### src/rtl/t_seq_packer_pkg.sv
// Shared constants, state encoding and packet helper for the T-sequence packer.
// The packet layout matches the SRAM controller's i_t port.
package t_seq_packer_pkg;

  localparam int T_PER_WORD = 7;
  localparam int CHAR_W     = 2;
  localparam int PAYLOAD_W  = T_PER_WORD * CHAR_W;
  localparam int T_PKT_W    = 18;
  localparam int VALID_BIT  = 17;
  localparam int CNT_MSB    = 16;
  localparam int CNT_LSB    = 14;
  localparam int FILL_W     = CNT_MSB - CNT_LSB + 1;

  localparam logic [FILL_W-1:0] FULL_FILL = FILL_W'(T_PER_WORD);

  typedef enum logic [1:0] {
    NT_A = 2'd0,
    NT_C = 2'd1,
    NT_G = 2'd2,
    NT_T = 2'd3
  } nt_code_e;

  typedef enum logic [2:0] {
    S_IDLE,
    S_ARM,
    S_COLLECT,
    S_DRAIN,
    S_DONE
  } state_e;

  function automatic logic [T_PKT_W-1:0] make_packet(input logic [FILL_W-1:0]    cnt,
                                                     input logic [PAYLOAD_W-1:0] payload);
    logic [T_PKT_W-1:0] pkt;
    pkt                   = '0;
    pkt[VALID_BIT]        = 1'b1;
    pkt[CNT_MSB:CNT_LSB]  = cnt;
    pkt[PAYLOAD_W-1:0]    = payload;
    return pkt;
  endfunction

endpackage

### src/rtl/t_seq_packer_accum.sv
// Seven-slot character accumulator. Exposes the payload and fill count as they
// would look with the incoming character merged, so the top can close a packet on acceptance.
module t_char_accum
  import t_seq_packer_pkg::*;
(
  input  logic                 clk,
  input  logic                 rst_n,
  input  logic                 i_clear,
  input  logic                 i_push,
  input  logic                 i_last,
  input  logic [CHAR_W-1:0]    i_char,
  output logic [PAYLOAD_W-1:0] o_payload,
  output logic [FILL_W-1:0]    o_fill_n
);

  logic [PAYLOAD_W-1:0] r_data;
  logic [FILL_W-1:0]    r_fill;
  logic [3:0]           w_slot_lsb;

  // Character k lands at bits 13-2k : 12-2k, so the first character is MSB-aligned.
  assign w_slot_lsb = 4'(PAYLOAD_W - CHAR_W) - 4'({r_fill, 1'b0});
  assign o_payload  = r_data | (PAYLOAD_W'(i_char) << w_slot_lsb);
  assign o_fill_n   = r_fill + 1'b1;

  // NOTE: sequential state is updated with <= so every register samples pre-edge values.
  always_ff @(posedge clk or negedge rst_n) begin
    if (!rst_n) begin
      r_data <= '0;
      r_fill <= '0;
    end else if (i_clear) begin
      r_data <= '0;
      r_fill <= '0;
    end else if (i_push) begin
      if (i_last || (o_fill_n == FULL_FILL)) begin
        r_data <= '0;
        r_fill <= '0;
      end else begin
        r_data <= o_payload;
        r_fill <= o_fill_n;
      end
    end
  end

endmodule

### src/rtl/t_seq_packer.sv
// Packs a 2-bit character stream into 18-bit T packets for the SRAM controller,
// issues the start pulse and enforces the SRAM word budget.
module t_seq_packer
  import t_seq_packer_pkg::*;
#(
  parameter int MAX_WORDS = 1024,
  parameter int CNT_LOG   = 10
) (
  input  logic               clk,
  input  logic               rst_n,
  input  logic               i_start,
  input  logic               i_char_valid,
  input  logic [CHAR_W-1:0]  i_char,
  input  logic               i_char_last,
  output logic               o_char_ready,
  input  logic               i_sram_busy,
  output logic               o_start_read_t,
  output logic [T_PKT_W-1:0] o_t,
  output logic               o_busy,
  output logic               o_done,
  output logic               o_truncated
);

  localparam logic [CNT_LOG-1:0] LAST_PKT = CNT_LOG'(MAX_WORDS - 1);

  state_e               r_state;
  state_e               w_next_state;
  logic [CNT_LOG-1:0]   r_pkt_cnt;
  logic [T_PKT_W-1:0]   r_t;
  logic                 r_start_read_t;
  logic                 r_busy;
  logic                 r_done;
  logic                 r_truncated;
  logic                 r_char_ready;
  logic                 w_accept;
  logic                 w_start_ok;
  logic                 w_push;
  logic                 w_cnt_inc;
  logic                 w_truncate;
  logic [T_PKT_W-1:0]   w_pkt;
  logic [PAYLOAD_W-1:0] w_payload;
  logic [FILL_W-1:0]    w_fill_n;

  assign w_accept   = i_char_valid & r_char_ready;
  assign w_start_ok = (r_state == S_IDLE) & i_start & ~i_sram_busy;
  assign w_push     = w_accept & (r_state == S_COLLECT);

  t_char_accum u_accum (
    .clk       (clk),
    .rst_n     (rst_n),
    .i_clear   (w_start_ok),
    .i_push    (w_push),
    .i_last    (i_char_last),
    .i_char    (i_char),
    .o_payload (w_payload),
    .o_fill_n  (w_fill_n)
  );

  // NOTE: every signal written here gets a default first, otherwise a latch is inferred.
  always_comb begin
    w_next_state = r_state;
    w_pkt        = '0;
    w_cnt_inc    = 1'b0;
    w_truncate   = 1'b0;
    case (r_state)
      S_IDLE:    if (w_start_ok) w_next_state = S_ARM;
      S_ARM:     w_next_state = S_COLLECT;
      S_COLLECT: begin
        if (w_accept) begin
          if (i_char_last) begin
            w_pkt        = make_packet(w_fill_n, w_payload);
            w_next_state = S_DONE;
          end else if (w_fill_n == FULL_FILL) begin
            w_pkt = make_packet('0, w_payload);
            // The budget is spent but T continues: swallow the rest.
            if (r_pkt_cnt == LAST_PKT) begin
              w_truncate   = 1'b1;
              w_next_state = S_DRAIN;
            end else begin
              w_cnt_inc = 1'b1;
            end
          end
        end
      end
      S_DRAIN:   if (w_accept && i_char_last) w_next_state = S_DONE;
      S_DONE:    w_next_state = S_IDLE;
      default:   w_next_state = S_IDLE;
    endcase
  end

  // Outputs are registered from the next state so they line up with it.
  always_ff @(posedge clk or negedge rst_n) begin
    if (!rst_n) begin
      r_state        <= S_IDLE;
      r_pkt_cnt      <= '0;
      r_t            <= '0;
      r_start_read_t <= 1'b0;
      r_busy         <= 1'b0;
      r_done         <= 1'b0;
      r_truncated    <= 1'b0;
      r_char_ready   <= 1'b0;
    end else begin
      r_state        <= w_next_state;
      r_t            <= w_pkt;
      r_start_read_t <= (w_next_state == S_ARM);
      r_busy         <= (w_next_state == S_ARM) || (w_next_state == S_COLLECT) ||
                        (w_next_state == S_DRAIN);
      r_done         <= (w_next_state == S_DONE);
      r_char_ready   <= (w_next_state == S_COLLECT) || (w_next_state == S_DRAIN);
      if (w_start_ok)     r_pkt_cnt <= '0;
      else if (w_cnt_inc) r_pkt_cnt <= r_pkt_cnt + 1'b1;
      if (w_start_ok)      r_truncated <= 1'b0;
      else if (w_truncate) r_truncated <= 1'b1;
    end
  end

  assign o_t            = r_t;
  assign o_start_read_t = r_start_read_t;
  assign o_busy         = r_busy;
  assign o_done         = r_done;
  assign o_truncated    = r_truncated;
  assign o_char_ready   = r_char_ready;

endmodule

### config.mk
export PLATFORM = sky130hd
export DESIGN_NAME = t_seq_packer
export DESIGN_NICKNAME = d
export VERILOG_FILES = /design/src/rtl/t_seq_packer_pkg.sv /design/src/rtl/t_seq_packer_accum.sv /design/src/rtl/t_seq_packer.sv
export SDC_FILE = /design/constraint.sdc
export NUM_CORES = 1
export LEC_CHECK = 0
export CORE_MARGIN = 1.5
export CORE_UTILIZATION = 34
export DETAILED_ROUTE_END_ITERATION = 10
export SETUP_SLACK_MARGIN = 0.15
export SLEW_MARGIN = 20
export SYNTH_ARGS = -nofsm -noshare
export SYNTH_HDL_FRONTEND = slang
export SYNTH_SLANG_ARGS = --single-unit
### constraint.sdc
create_clock -name clk -period 5.6 [get_ports clk]
set_input_delay 1.4 -clock clk [delete_from_list [all_inputs] [get_ports clk]]
set_output_delay 1.4 -clock clk [all_outputs]
set_load 0.005 [all_outputs]
==> results summary <==
The run finished with clean final reports. The worst endpoint data arrival time is about 3200 ps. The critical path goes through clkdlybuf4s50_1 -> and3b_1 -> nand4_4 -> or4_1 -> a21oi_1. The via density per instance came out at around 5.1. The initial antenna violation count came out at 0. Clock-pin slew was measured on the worst setup and hold paths at 90 ps.

The post-synthesis to final-layout area growth came out at 20.9%. The total number of placement rows is 30. The core area is 6720 µm². After detailed routing, the average wire length per cell comes to 13.9 µm. Counting flops and latches in the post-synthesis netlist gives 53. The largest fanout on the critical path is 18. By instance count, the leading cell after synthesis is dfrtp_1.

At the placement stage, the worst setup path has a slack of 2140 ps. By count the netlist is led by 53 x dfrtp_1, 41 x nor2_1, 29 x a21oi_1, 7 x nand2_1. The warning count from the yosys run is 0. Hold is met by 499 ps.

In this run the power spent charging and discharging nets is approximately 0.31 mW. The clock sink total is 53. The final standard cell count with taps included and fillers excluded came out at approximately 330. The routed design could run at a clock period as short as 2950 ps. The number of clock buffers inserted by TritonCTS came out at 5.

The fraction of registers with async set or reset after synthesis is 100%. The worst pin sits at a relative slew slack of 55.4%. Adding up every negative setup slack in the final design gives 0 ps. The worst reg-to-reg path cell count is 5.

The initial utilization of the core area, before any placement, comes to 34.8%. The post-layout net count came out at 265. The routed layout has 1714 vias. The standard cell with the maximum stage delay on the critical path is or4_1. In the routed design, unresolved DRC markers number 0. The type of the worst min-delay path is reg2reg. Among cell families on the critical path, the largest total delay comes from simple AND/OR/NAND/NOR gates. Based on the critical path, the design can be clocked at up to 339 MHz. The most critical setup path has its endpoint at r_pkt_cnt[9]. By area the synthesized netlist is led by dfrtp_1 57%, nor2_1 6.6%, a21oi_1 6.2%. The startpoint identified for the worst register-to-register timing path is u_accum.r_fill[0].

The number of filler instances in the final layout is 642. At the pin with the least slew margin, the transition time is 664 ps. The number of max-capacitance violations reported is 0. Sequential cells account for 45.6% of the total power. The congestion estimate from routability-driven global placement came to 0.767. The clock root buffer is clkbuf_8. The internal power of the cells totals 0.696 mW.

The clock network burns 30.0% of the power. The critical path runs through a total of 5 cells. TritonCTS built the clock tree.

Sequential cells were found to cover ~57% of the synthesized design area. The horizontal extent of the die is 85.9 µm. For this run the aggregate overflow at the end of global routing stands at 0.

The total count of hold-check failures in the final report came out at 0. The static power due to leakage is 1.27 nW. The buffers plus inverters on the worst setup path came out at 1.

The part of the cycle the worst path needs came out at 52.7%. The H-tree level count came out at 2. Once routing completed, OpenROAD measured the worst setup slack at 2650 ps.

The count of cells resized by post-cts repair came out at 0. In this run the worst setup path begins at i_char_valid. The worst ir drop on vdd is between 100 and 150 µV. Across all register-to-register paths, the minimum setup slack is approximately 3400 ps. Including well taps, the total number of placed cells is 326. In the synthesized netlist the dominant register cell turns out to be dfrtp_1. For this design the ratio of total power to cell area is 357 nW/µm². Of all cell types, the one taking the most synthesized area is dfrtp_1. The number of global-route vias before repair came out at 1652. The maximum buffer depth of the clock tree came out at 2.

The maximum number of pins on one net before global-route repair is 54. For this run, the share of the core covered by cells in the final layout is 42.1%. The sum of routed wire length over all layers is 4.63 mm. The area fraction of the dominant cell type after synthesis is approximately 57%.

The final design area excluding fillers is roughly 2800 µm². The design draws 1.01 mW. The number of nets with antenna violations after detailed routing is 0.

The routed length on met2 came out at 2.04 mm. The net count after synthesis came out at 239. The number of setup buffers added after CTS is 0. The count of final max-slew check failures is 0. The estimated wirelength of the detail-placed design came out at 3.18 mm. The data required time at the worst endpoint came out at 5830 ps. Setup repair after global routing left no endpoint under its margin. STA classifies the critical path endpoint as a flip-flop. The part of the power in combinational logic came out at 24.4%.

The first-pass iteration count of the detailed router is 4. The worst setup path is launched from an input pin. The count of input and output buffers is 30. The capturing point of the worst reg2reg path is r_pkt_cnt[9]. The antenna diode count came out at 0. The clock latency on the worst-skew pair is 310 ps. The synthesized instance count came out at approximately 230. The total global routing track utilization came out at 13.7%. The critical path's largest stage delay is 540 ps.

The number of different library cells in the post-synthesis netlist came out at 43. Once placement finished, the instance area stood at 2690 µm². The top layer reached by signal wires is met4. After synthesis the cells add up to 2340 µm².

The routed metal-1 wire length came out at 2.31 mm. The proportion of total power due to net switching came out at 30.9%. The number of I/O pins came out at 31.

The share of layout cells above drive strength 1 came out at under 10%. The wire length on met3 is 205 µm. The full die area came out at 7380 µm². The height of the die came out at 85.9 µm. The number of DRC markers after the initial detailed-route iteration came out at around 120.

The number of hold buffers added after cts came out at 0. The wire length of the first global-routing pass came out at 8.03 mm. The final setup skew came out at 6.72 ps. The count of flip-flops with a built-in enable after synthesis is 0. The count of final setup violators came out at 0.

The post-synthesis average cell area is 10.3 µm². The type of the worst setup path is in2reg.
-- sequential cells by signal, summed over array words and instances, names as in the netlist --
register	flops
u_accum.r_data	14
o_truncated	1
o_busy	1
o_char_ready	1
r_pkt_cnt	10
r_state	3
o_t	18
o_start_read_t	1
o_done	1
u_accum.r_fill	3
-- area by class of cell --
type | count | area (µm²) | area share (%)
Clock buffer | 5 | 68.8 | 2.43
Clock inverter | 3 | 65.1 | 2.30
Inverter | 5 | 18.8 | 0.664
Multi-Input combinational cell | 157 | 945 | 33.4
Sequential cell | 53 | 1330 | 46.9
Tap cell | 80 | 100 | 3.54
Timing Repair Buffer | 31 | 303 | 10.7
-- power by group through the flow --
| stage | logic (mW) | registers (mW) | clock network, mW |
|---|---|---|---|
| 5_1_grt | 0.277 | 0.466 | 0.328 |
| 6_report | 0.246 | 0.460 | 0.302 |
| 3_3_place_gp | 0.246 | 0.467 | 0 |
| 2_1_floorplan | 0.170 | 0.456 | 0 |
| 4_1_cts | 0.248 | 0.460 | 0.312 |
| 3_5_place_dp | 0.247 | 0.468 | 0 |
-- per-layer routing --
layer / up-vias / GRT usage [%]
met5: - / 0
met4: 0 / 4.84
met3: 6 / 2.98
met2: 37 / 20.1
met1: 820 / 20.1
li1: 851 / -
-- worst min path at each step --
stage                                  start                end  slack, ps  cells past startpoint
after floorplan                   r_state[2]       o_char_ready        460                      1
after global placement     u_accum.r_data[3]  u_accum.r_data[3]        480                      2
after detailed placement  u_accum.r_data[10]            o_t[10]        480                      2
after CTS                 u_accum.r_data[10]            o_t[10]        510                      2
after global routing              r_state[2]       o_char_ready        520                      1
final                             r_state[2]       o_char_ready        500                      1
-- cells by family (layout without fill, tap and decap cells) --
group | after synthesis | after routing | synth area share, %
AND/OR/NAND/NOR | 93 | 93 | 20.9
AO/OA/AOI/OAI | 54 | 54 | 14.0
flip-flops | 53 | 53 | 56.7
buffers and inverters | 17 | 44 | 3.05
adder cells (fa/ha/maj) | 4 | 4 | 2.14
XOR/XNOR | 3 | 3 | 1.93
multiplexers | 3 | 3 | 1.28
-- layout by cell type, fill, tap and decap left out, drive strengths merged, types with 5 or more instances in the layout --
cell type | Yosys | routed
a21oi | 29 | 29
a31oi | 6 | 6
and2 | 6 | 6
and3 | 5 | 5
clkbuf | 5 | 5
clkdlybuf4s50 | 0 | 29
dfrtp | 53 | 53
inv | 5 | 5
nand2 | 7 | 7
nor2 | 41 | 41
o31ai | 5 | 5
Power figures use the tool's default switching activity.
